### config.mk
export PLATFORM = sky130hd
export DESIGN_NAME = caliptra_prim_edge_evt_arb
export DESIGN_NICKNAME = d
export VERILOG_FILES = /design/src/rtl/caliptra_prim_edge_evt_arb.sv
export SDC_FILE = /design/constraint.sdc
export NUM_CORES = 1
export LEC_CHECK = 0
export ABC_AREA = 1
export CORE_MARGIN = 2
export CORE_UTILIZATION = 53
export DETAILED_ROUTE_END_ITERATION = 10
export PLACE_DENSITY_LB_ADDON = 0.25
export SLEW_MARGIN = 10
export SYNTH_ARGS = -nofsm -noshare
export SYNTH_HDL_FRONTEND = slang
export SYNTH_SLANG_ARGS = --single-unit
### constraint.sdc
create_clock -name clk_i -period 3.9 [get_ports clk_i]
set_clock_uncertainty 0.15 [all_clocks]
set_input_delay 0.39 -clock clk_i [delete_from_list [all_inputs] [get_ports clk_i]]
set_output_delay 0.39 -clock clk_i [all_outputs]
set_load 0.005 [all_outputs]
### src/rtl/caliptra_prim_edge_evt_arb.sv
// rtl/caliptra_prim_edge_evt_arb.sv - per-channel edge capture with round-robin event offer.
// Optional lost-edge counter enabled by CALIPTRA_PRIM_EDGE_EVT_ARB_DROP_CNT_EN.

module caliptra_prim_edge_detector #(
  parameter int unsigned       Width      = 1,
  parameter bit                EnSync     = 1'b1,
  parameter logic [Width-1:0]  ResetValue = '0
) (
  input  logic             clk_i,
  input  logic             rst_ni,
  input  logic [Width-1:0] d_i,
  output logic [Width-1:0] d_pos_o,
  output logic [Width-1:0] d_neg_o
);

  logic [Width-1:0] lvl;
  logic [Width-1:0] hist_q;

  if (EnSync) begin : g_sync
    logic [Width-1:0] sync1_q, sync2_q;
    always_ff @(posedge clk_i or negedge rst_ni) begin
      if (!rst_ni) begin
        sync1_q <= ResetValue;
        sync2_q <= ResetValue;
      end else begin
        sync1_q <= d_i;
        sync2_q <= sync1_q;
      end
    end
    assign lvl = sync2_q;
  end else begin : g_nosync
    assign lvl = d_i;
  end

  always_ff @(posedge clk_i or negedge rst_ni) begin
    if (!rst_ni) hist_q <= ResetValue;
    else         hist_q <= lvl;
  end

  assign d_pos_o = lvl & ~hist_q;
  assign d_neg_o = ~lvl & hist_q;

endmodule

module caliptra_prim_edge_evt_arb #(
  parameter int unsigned         NumChan    = 4,
  parameter bit                  EnSync     = 1'b1,
  parameter logic [NumChan-1:0]  ResetValue = '0
) (
  input  logic                       clk_i,
  input  logic                       rst_ni,
  input  logic [NumChan-1:0]         d_i,
  input  logic [NumChan-1:0]         chan_en_i,
  input  logic                       pos_en_i,
  input  logic                       neg_en_i,
  output logic                       evt_valid_o,
  input  logic                       evt_ready_i,
  output logic [$clog2(NumChan)-1:0] evt_chan_o,
  output logic                       evt_neg_o,
  output logic [2*NumChan-1:0]       pending_o,
  output logic                       ovf_o,
  output logic [7:0]                 drop_cnt_o,
  input  logic                       drop_cnt_clr_i
);

  localparam int unsigned NReq = 2 * NumChan;
  localparam int unsigned IdxW = $clog2(NReq);

  typedef enum logic {IDLE, OFFER} state_e;

  logic [NumChan-1:0] pos, neg;
  logic [NReq-1:0]    set_vec, clr_vec, pend_q, pend_d;
  logic               loss, accept, ovf_q;
  state_e             state_q, state_d;
  logic [IdxW-1:0]    ptr_q, ptr_d, win_q, win_d, rr_idx;
  logic               rr_found;
  logic [IdxW:0]      cand;

  caliptra_prim_edge_detector #(
    .Width      (NumChan),
    .EnSync     (EnSync),
    .ResetValue (ResetValue)
  ) u_edge (
    .clk_i   (clk_i),
    .rst_ni  (rst_ni),
    .d_i     (d_i),
    .d_pos_o (pos),
    .d_neg_o (neg)
  );

  // Requester 2c is the rising edge of channel c, 2c+1 its falling edge.
  always_comb begin
    set_vec = '0;
    for (int c = 0; c < NumChan; c++) begin
      set_vec[2*c]   = pos[c] & chan_en_i[c] & pos_en_i;
      set_vec[2*c+1] = neg[c] & chan_en_i[c] & neg_en_i;
    end
  end

  always_comb begin
    rr_idx   = '0;
    rr_found = 1'b0;
    cand     = '0;
    for (int k = 0; k < NReq; k++) begin
      cand = {1'b0, ptr_q} + (IdxW+1)'(k);
      if (cand >= (IdxW+1)'(NReq)) cand = cand - (IdxW+1)'(NReq);
      if (!rr_found && pend_q[cand[IdxW-1:0]]) begin
        rr_found = 1'b1;
        rr_idx   = cand[IdxW-1:0];
      end
    end
  end

  always_comb begin
    state_d = state_q;
    win_d   = win_q;
    ptr_d   = ptr_q;
    case (state_q)
      IDLE: begin
        if (rr_found) begin
          state_d = OFFER;
          win_d   = rr_idx;
          ptr_d   = (rr_idx == IdxW'(NReq - 1)) ? '0 : rr_idx + IdxW'(1);
        end
      end
      OFFER: begin
        if (evt_ready_i) state_d = IDLE;
      end
      default: state_d = IDLE;
    endcase
  end

  assign accept  = (state_q == OFFER) & evt_ready_i;
  assign clr_vec = accept ? (NReq'(1) << win_q) : '0;
  // A fresh capture on the bit being retired keeps it set and is not a loss.
  assign pend_d  = (pend_q & ~clr_vec) | set_vec;
  assign loss    = |(set_vec & pend_q & ~clr_vec);

  always_ff @(posedge clk_i or negedge rst_ni) begin
    if (!rst_ni) begin
      state_q <= IDLE;
      ptr_q   <= '0;
      win_q   <= '0;
      pend_q  <= '0;
      ovf_q   <= 1'b0;
    end else begin
      state_q <= state_d;
      ptr_q   <= ptr_d;
      win_q   <= win_d;
      pend_q  <= pend_d;
      ovf_q   <= loss;
    end
  end

  assign evt_valid_o = (state_q == OFFER);
  assign evt_chan_o  = evt_valid_o ? win_q[IdxW-1:1] : '0;
  assign evt_neg_o   = evt_valid_o & win_q[0];
  assign pending_o   = pend_q;
  assign ovf_o       = ovf_q;

`ifdef CALIPTRA_PRIM_EDGE_EVT_ARB_DROP_CNT_EN
  logic [7:0] drop_q;
  always_ff @(posedge clk_i or negedge rst_ni) begin
    if (!rst_ni)                      drop_q <= '0;
    else if (drop_cnt_clr_i)          drop_q <= '0;
    else if (loss && drop_q != 8'hFF) drop_q <= drop_q + 8'd1;
  end
  assign drop_cnt_o = drop_q;
`else
  logic unused_drop_cnt_clr;
  assign unused_drop_cnt_clr = drop_cnt_clr_i;
  assign drop_cnt_o = '0;
`endif

endmodule

==> results.txt <==
----------------------------------------------------
[Floorplan]
  Total Die Area ... 0.00422 sq mm
  Vertical extent of the die ... ~65 um
  Core footprint ... 0.00361 sq mm
  Row Count ... 22
  Initial Utilization ... a little over half
  Die Width ... 65.0 um
  IO Pins ... 35

[Critical path]
  Worst endpoint data arrival time ... between 3000 and 4000 ps
  Nature of the critical path startpoint ... register
  Required @ worst endpoint ... 3930 ps
  Type of element capturing the critical path ... register
  Type of the worst setup path ... register to register
  Critical-path maximum fanout ... 11

[STA]
  Highest attainable clock frequency ... 300 MHz
  Pin slew with the least headroom to its limit ... 546 ps
  Slack of the critical path ... 571 ps
  Final worst path period need ... 3330 ps
  Setup Total Neg Slack ... 0 ps
  Post-Route Hold Slack ... 212 ps
  Hold violation count in the final report ... 0
  Worst slew margin ... 63.6%
  Final number of max-transition violations ... 0
  Number of failing setup endpoints in the final timing report ... 0
  Unrepaired setup endpoints after global routing ... no
  Fraction of the cycle the final worst path needs ... 85.4%

[Detailed routing]
  Via Count ... approximately 1700
  DRC ... 0
  Wire per inst ... ~12 um
  TritonRoute pass-1 iters ... 4
  Number of violations reported at the end of detailed-routing iteration 0 ... 90
  Remaining antenna violation count after routing ... 0
  Vias per cell ... between 5 and 6
  Post-detailed-routing wire length ... 4.12 mm

[Clock tree]
  Number of buffers inserted by hold repair at cts ... 0
  Total of cells resized after clock tree synthesis ... 0
  Number of buffers inserted during clock tree synthesis ... 3
  Clk sinks ... 28
  Clock latency at the later pin of the worst-skew pair ... 280 ps
  Clock root buffer ... sky130_fd_sc_hd__clkbuf_8
  TritonCTS clock tree ... built
  Depth of the CTS H-tree ... 1
  Longest Clk Path Bufs ... 2
  Setup fix buffers added after clock tree synthesis ... 0
  Clock transition at the registers of the reported paths ... 90 ps

[Global routing]
  Via count of the first global-routing pass ... between 1500 and 2000
  Global route total overflow ... 0
  First-pass GRT wire length ... 6.91 mm
  Global-route total usage across every layer ... a little over a fifth
  Initial antenna violation count ... 0
  Maximum number of pins on one net before global-route repair ... 29

[Synth]
  Number of distinct library cells after synthesis ... 32
  Ys Warns ... 0
  Post-synthesis register bit count ... 28
  Number of synthesized flops with an enable pin ... 0
  Register area share after synthesis ... 35.6%
  Proportion of register bits with asynchronous set or reset after synthesis ... 100%
  Post-synthesis instance area ... roughly 0.0020 sq mm
  Cell count after synthesis ... 257
  Syn avg cell area ... around 7.7 sq um
  Predominant post-synthesis flop cell ... sky130_fd_sc_hd__dfrtp_1

[Outcome]
  Outcome ... finished clean

[Placement]
  Post-detail-place hpwl ... ~3.3 mm
  Placer congestion estimate ... 0.849
  Worst slack at placement ... between 600 and 700 ps
  Number of buffers inserted by port buffering ... 25

[Final layout]
  Fraction of final layout cells with drive strength greater than 1 ... 15.1%
  Total area of sequential cells ... between 700 and 800 sq um
  # fillers ... about 320
  Area of combinational cells with multiple inputs ... approximately 0.0011 sq mm
  Layout overhead on the synthesized area ... 16.7%
  Diode count ... 0
  Number of nets at the end of the flow ... 302

[Job]
  MaxCap Viol Count ... 0

[Hold path]
  Min-delay worst type ... register to register

----------------------------------------------------
==> logic make-up after synthesis <==
| kind of cell | count (synthesis) | synth area share (%) |
|---|---|---|
| buffers and inverters | 42 | 11.0 |
| other | 1 | 0.190 |
| AOI/OAI and AO/OA | 17 | 5.14 |
| xor gates and xnor gates | 5 | 2.98 |
| and+or+nand+nor | 161 | 43.2 |
| adders and majority gates | 3 | 1.90 |
| DFF | 28 | 35.6 |
==> layout by cell type (no fill, tap or decap) <==
cell type                         netlist  layout
sky130_fd_sc_hd__a21boi_1               1       1
sky130_fd_sc_hd__a31oi_1                1       1
sky130_fd_sc_hd__buf_4                  8       2
sky130_fd_sc_hd__bufinv_16              0       1
sky130_fd_sc_hd__clkbuf_8               0       3
sky130_fd_sc_hd__clkdlybuf4s50_1        0      25
sky130_fd_sc_hd__conb_1                 1       8
sky130_fd_sc_hd__dfrtp_1               28      28
sky130_fd_sc_hd__ha_1                   3       3
sky130_fd_sc_hd__inv_1                 26      26
sky130_fd_sc_hd__inv_2                  3       3
sky130_fd_sc_hd__inv_4                  1       1
sky130_fd_sc_hd__inv_6                  1       1
sky130_fd_sc_hd__nand2_1               79      79
sky130_fd_sc_hd__nand2_2               11      11
sky130_fd_sc_hd__nand2_4                3       3
sky130_fd_sc_hd__nand2_8                1       1
sky130_fd_sc_hd__nand3_1               31      31
sky130_fd_sc_hd__nand3_2                8       8
sky130_fd_sc_hd__nand3_4                1       1
sky130_fd_sc_hd__nand3b_1               2       2
sky130_fd_sc_hd__nand4_1                7       7
sky130_fd_sc_hd__nand4_4                1       1
sky130_fd_sc_hd__nor2_1                13      13
sky130_fd_sc_hd__nor2_4                 2       2
sky130_fd_sc_hd__nor2_8                 1       1
sky130_fd_sc_hd__o21ai_0                5       5
sky130_fd_sc_hd__o21ai_1                4       4
sky130_fd_sc_hd__o21ai_2                2       2
sky130_fd_sc_hd__o22ai_1                4       4
sky130_fd_sc_hd__or4_1                  1       1
sky130_fd_sc_hd__xnor2_1                2       2
sky130_fd_sc_hd__xor2_1                 1       1
sky130_fd_sc_hd__xor2_2                 2       2
==> per-stage QoR <==
step | instance area, sq um | instances | util, %
2_1_floorplan | 2000 | 264 | -
3_3_place_gp | 2230 | 328 | 61.8
3_5_place_dp | 2230 | 328 | 61.8
4_1_cts | 2300 | 332 | 63.8
5_1_grt | 2300 | 332 | 63.8
6_report | 2300 | 332 | 63.8
==> flip-flops by register name, summed over array words and instances (netlist names) <==
| signal | cells |
|---|---|
| win_q | 3 |
| pending_o | 8 |
| ptr_q | 3 |
| u_edge.g_sync.sync2_q | 4 |
| evt_valid_o | 1 |
| u_edge.g_sync.sync1_q | 4 |
| ovf_o | 1 |
| u_edge.hist_q | 4 |
==> Yosys cell counts, types with 2 or more instances <==
cell type,instances,area share (%)
sky130_fd_sc_hd__o21ai_1,4,1.0
sky130_fd_sc_hd__xnor2_1,2,0.89
sky130_fd_sc_hd__nand2_2,11,3.5
sky130_fd_sc_hd__buf_4,8,3.0
sky130_fd_sc_hd__nand3_1,31,7.9
sky130_fd_sc_hd__buf_6,3,1.7
sky130_fd_sc_hd__inv_2,3,0.57
sky130_fd_sc_hd__o22ai_1,4,1.3
sky130_fd_sc_hd__ha_1,3,1.9
sky130_fd_sc_hd__nand2_1,79,15
sky130_fd_sc_hd__nor2_4,2,1.1
sky130_fd_sc_hd__nand3_2,8,4.1
sky130_fd_sc_hd__inv_1,26,5.0
sky130_fd_sc_hd__nand2_4,3,1.7
sky130_fd_sc_hd__o21ai_0,5,1.3
sky130_fd_sc_hd__nor2_1,13,2.5
sky130_fd_sc_hd__nand3b_1,2,0.76
sky130_fd_sc_hd__dfrtp_1,28,36
sky130_fd_sc_hd__xor2_2,2,1.7
sky130_fd_sc_hd__nand4_1,7,2.2
sky130_fd_sc_hd__o21ai_2,2,0.89
==> final cells by class <==
type                       instances  area share (%)
clock buffer                       3            1.80
clock inverter                     1            1.31
inverter                          31            5.39
multi-input combinational        194            46.9
sequential                        28            30.5
tap                               48            2.61
timing repair buffer              27            11.5
==> path summary, 6_finish.rpt <==
kind                       slack (ps)                startpoint  cells past startpoint                  endpoint
hold / removal                    210  u_edge.g_sync.sync1_q[3]                      0  u_edge.g_sync.sync2_q[3]
max in group asynchronous        3010                    rst_ni                      2                  ptr_q[2]
setup / recovery                  570                  ptr_q[1]                     18                  ptr_q[2]
min in group asynchronous         330                    rst_ni                      2  u_edge.g_sync.sync1_q[3]
hold reg to reg                   210  u_edge.g_sync.sync1_q[3]                      0  u_edge.g_sync.sync2_q[3]
setup reg to reg                  570                  ptr_q[1]                     18                  ptr_q[2]
==> critical path, cell delays in order (launching register included) <==
cell and delay [ps]:
sky130_fd_sc_hd__dfrtp_1 690, sky130_fd_sc_hd__inv_4 130, sky130_fd_sc_hd__ha_1 380, sky130_fd_sc_hd__inv_1 220, sky130_fd_sc_hd__nand3_1 170, sky130_fd_sc_hd__nand3_2 140
sky130_fd_sc_hd__nand2_4 80, sky130_fd_sc_hd__nor2_8 110, sky130_fd_sc_hd__nand4_4 100, sky130_fd_sc_hd__nor2_4 130, sky130_fd_sc_hd__nand2_2 60, sky130_fd_sc_hd__inv_2 90
sky130_fd_sc_hd__nand3_1 110, sky130_fd_sc_hd__a21boi_1 160, sky130_fd_sc_hd__ha_1 230, sky130_fd_sc_hd__inv_1 60, sky130_fd_sc_hd__nand3_1 70, sky130_fd_sc_hd__nand3_1 90
sky130_fd_sc_hd__nand2_1 50
==> routing by layer <==
metal  vias up  wire length [um]  GRT usage (%)
li1        870                 -              -
met1       780              1870           26.5
met2        35              2040           37.4
met3         8               114           2.08
met4         0                93           11.4
met5         -                 0              0
Power is not shown: default switching activity piles up to over one toggle a cycle in this logic, so the estimate is an artifact.
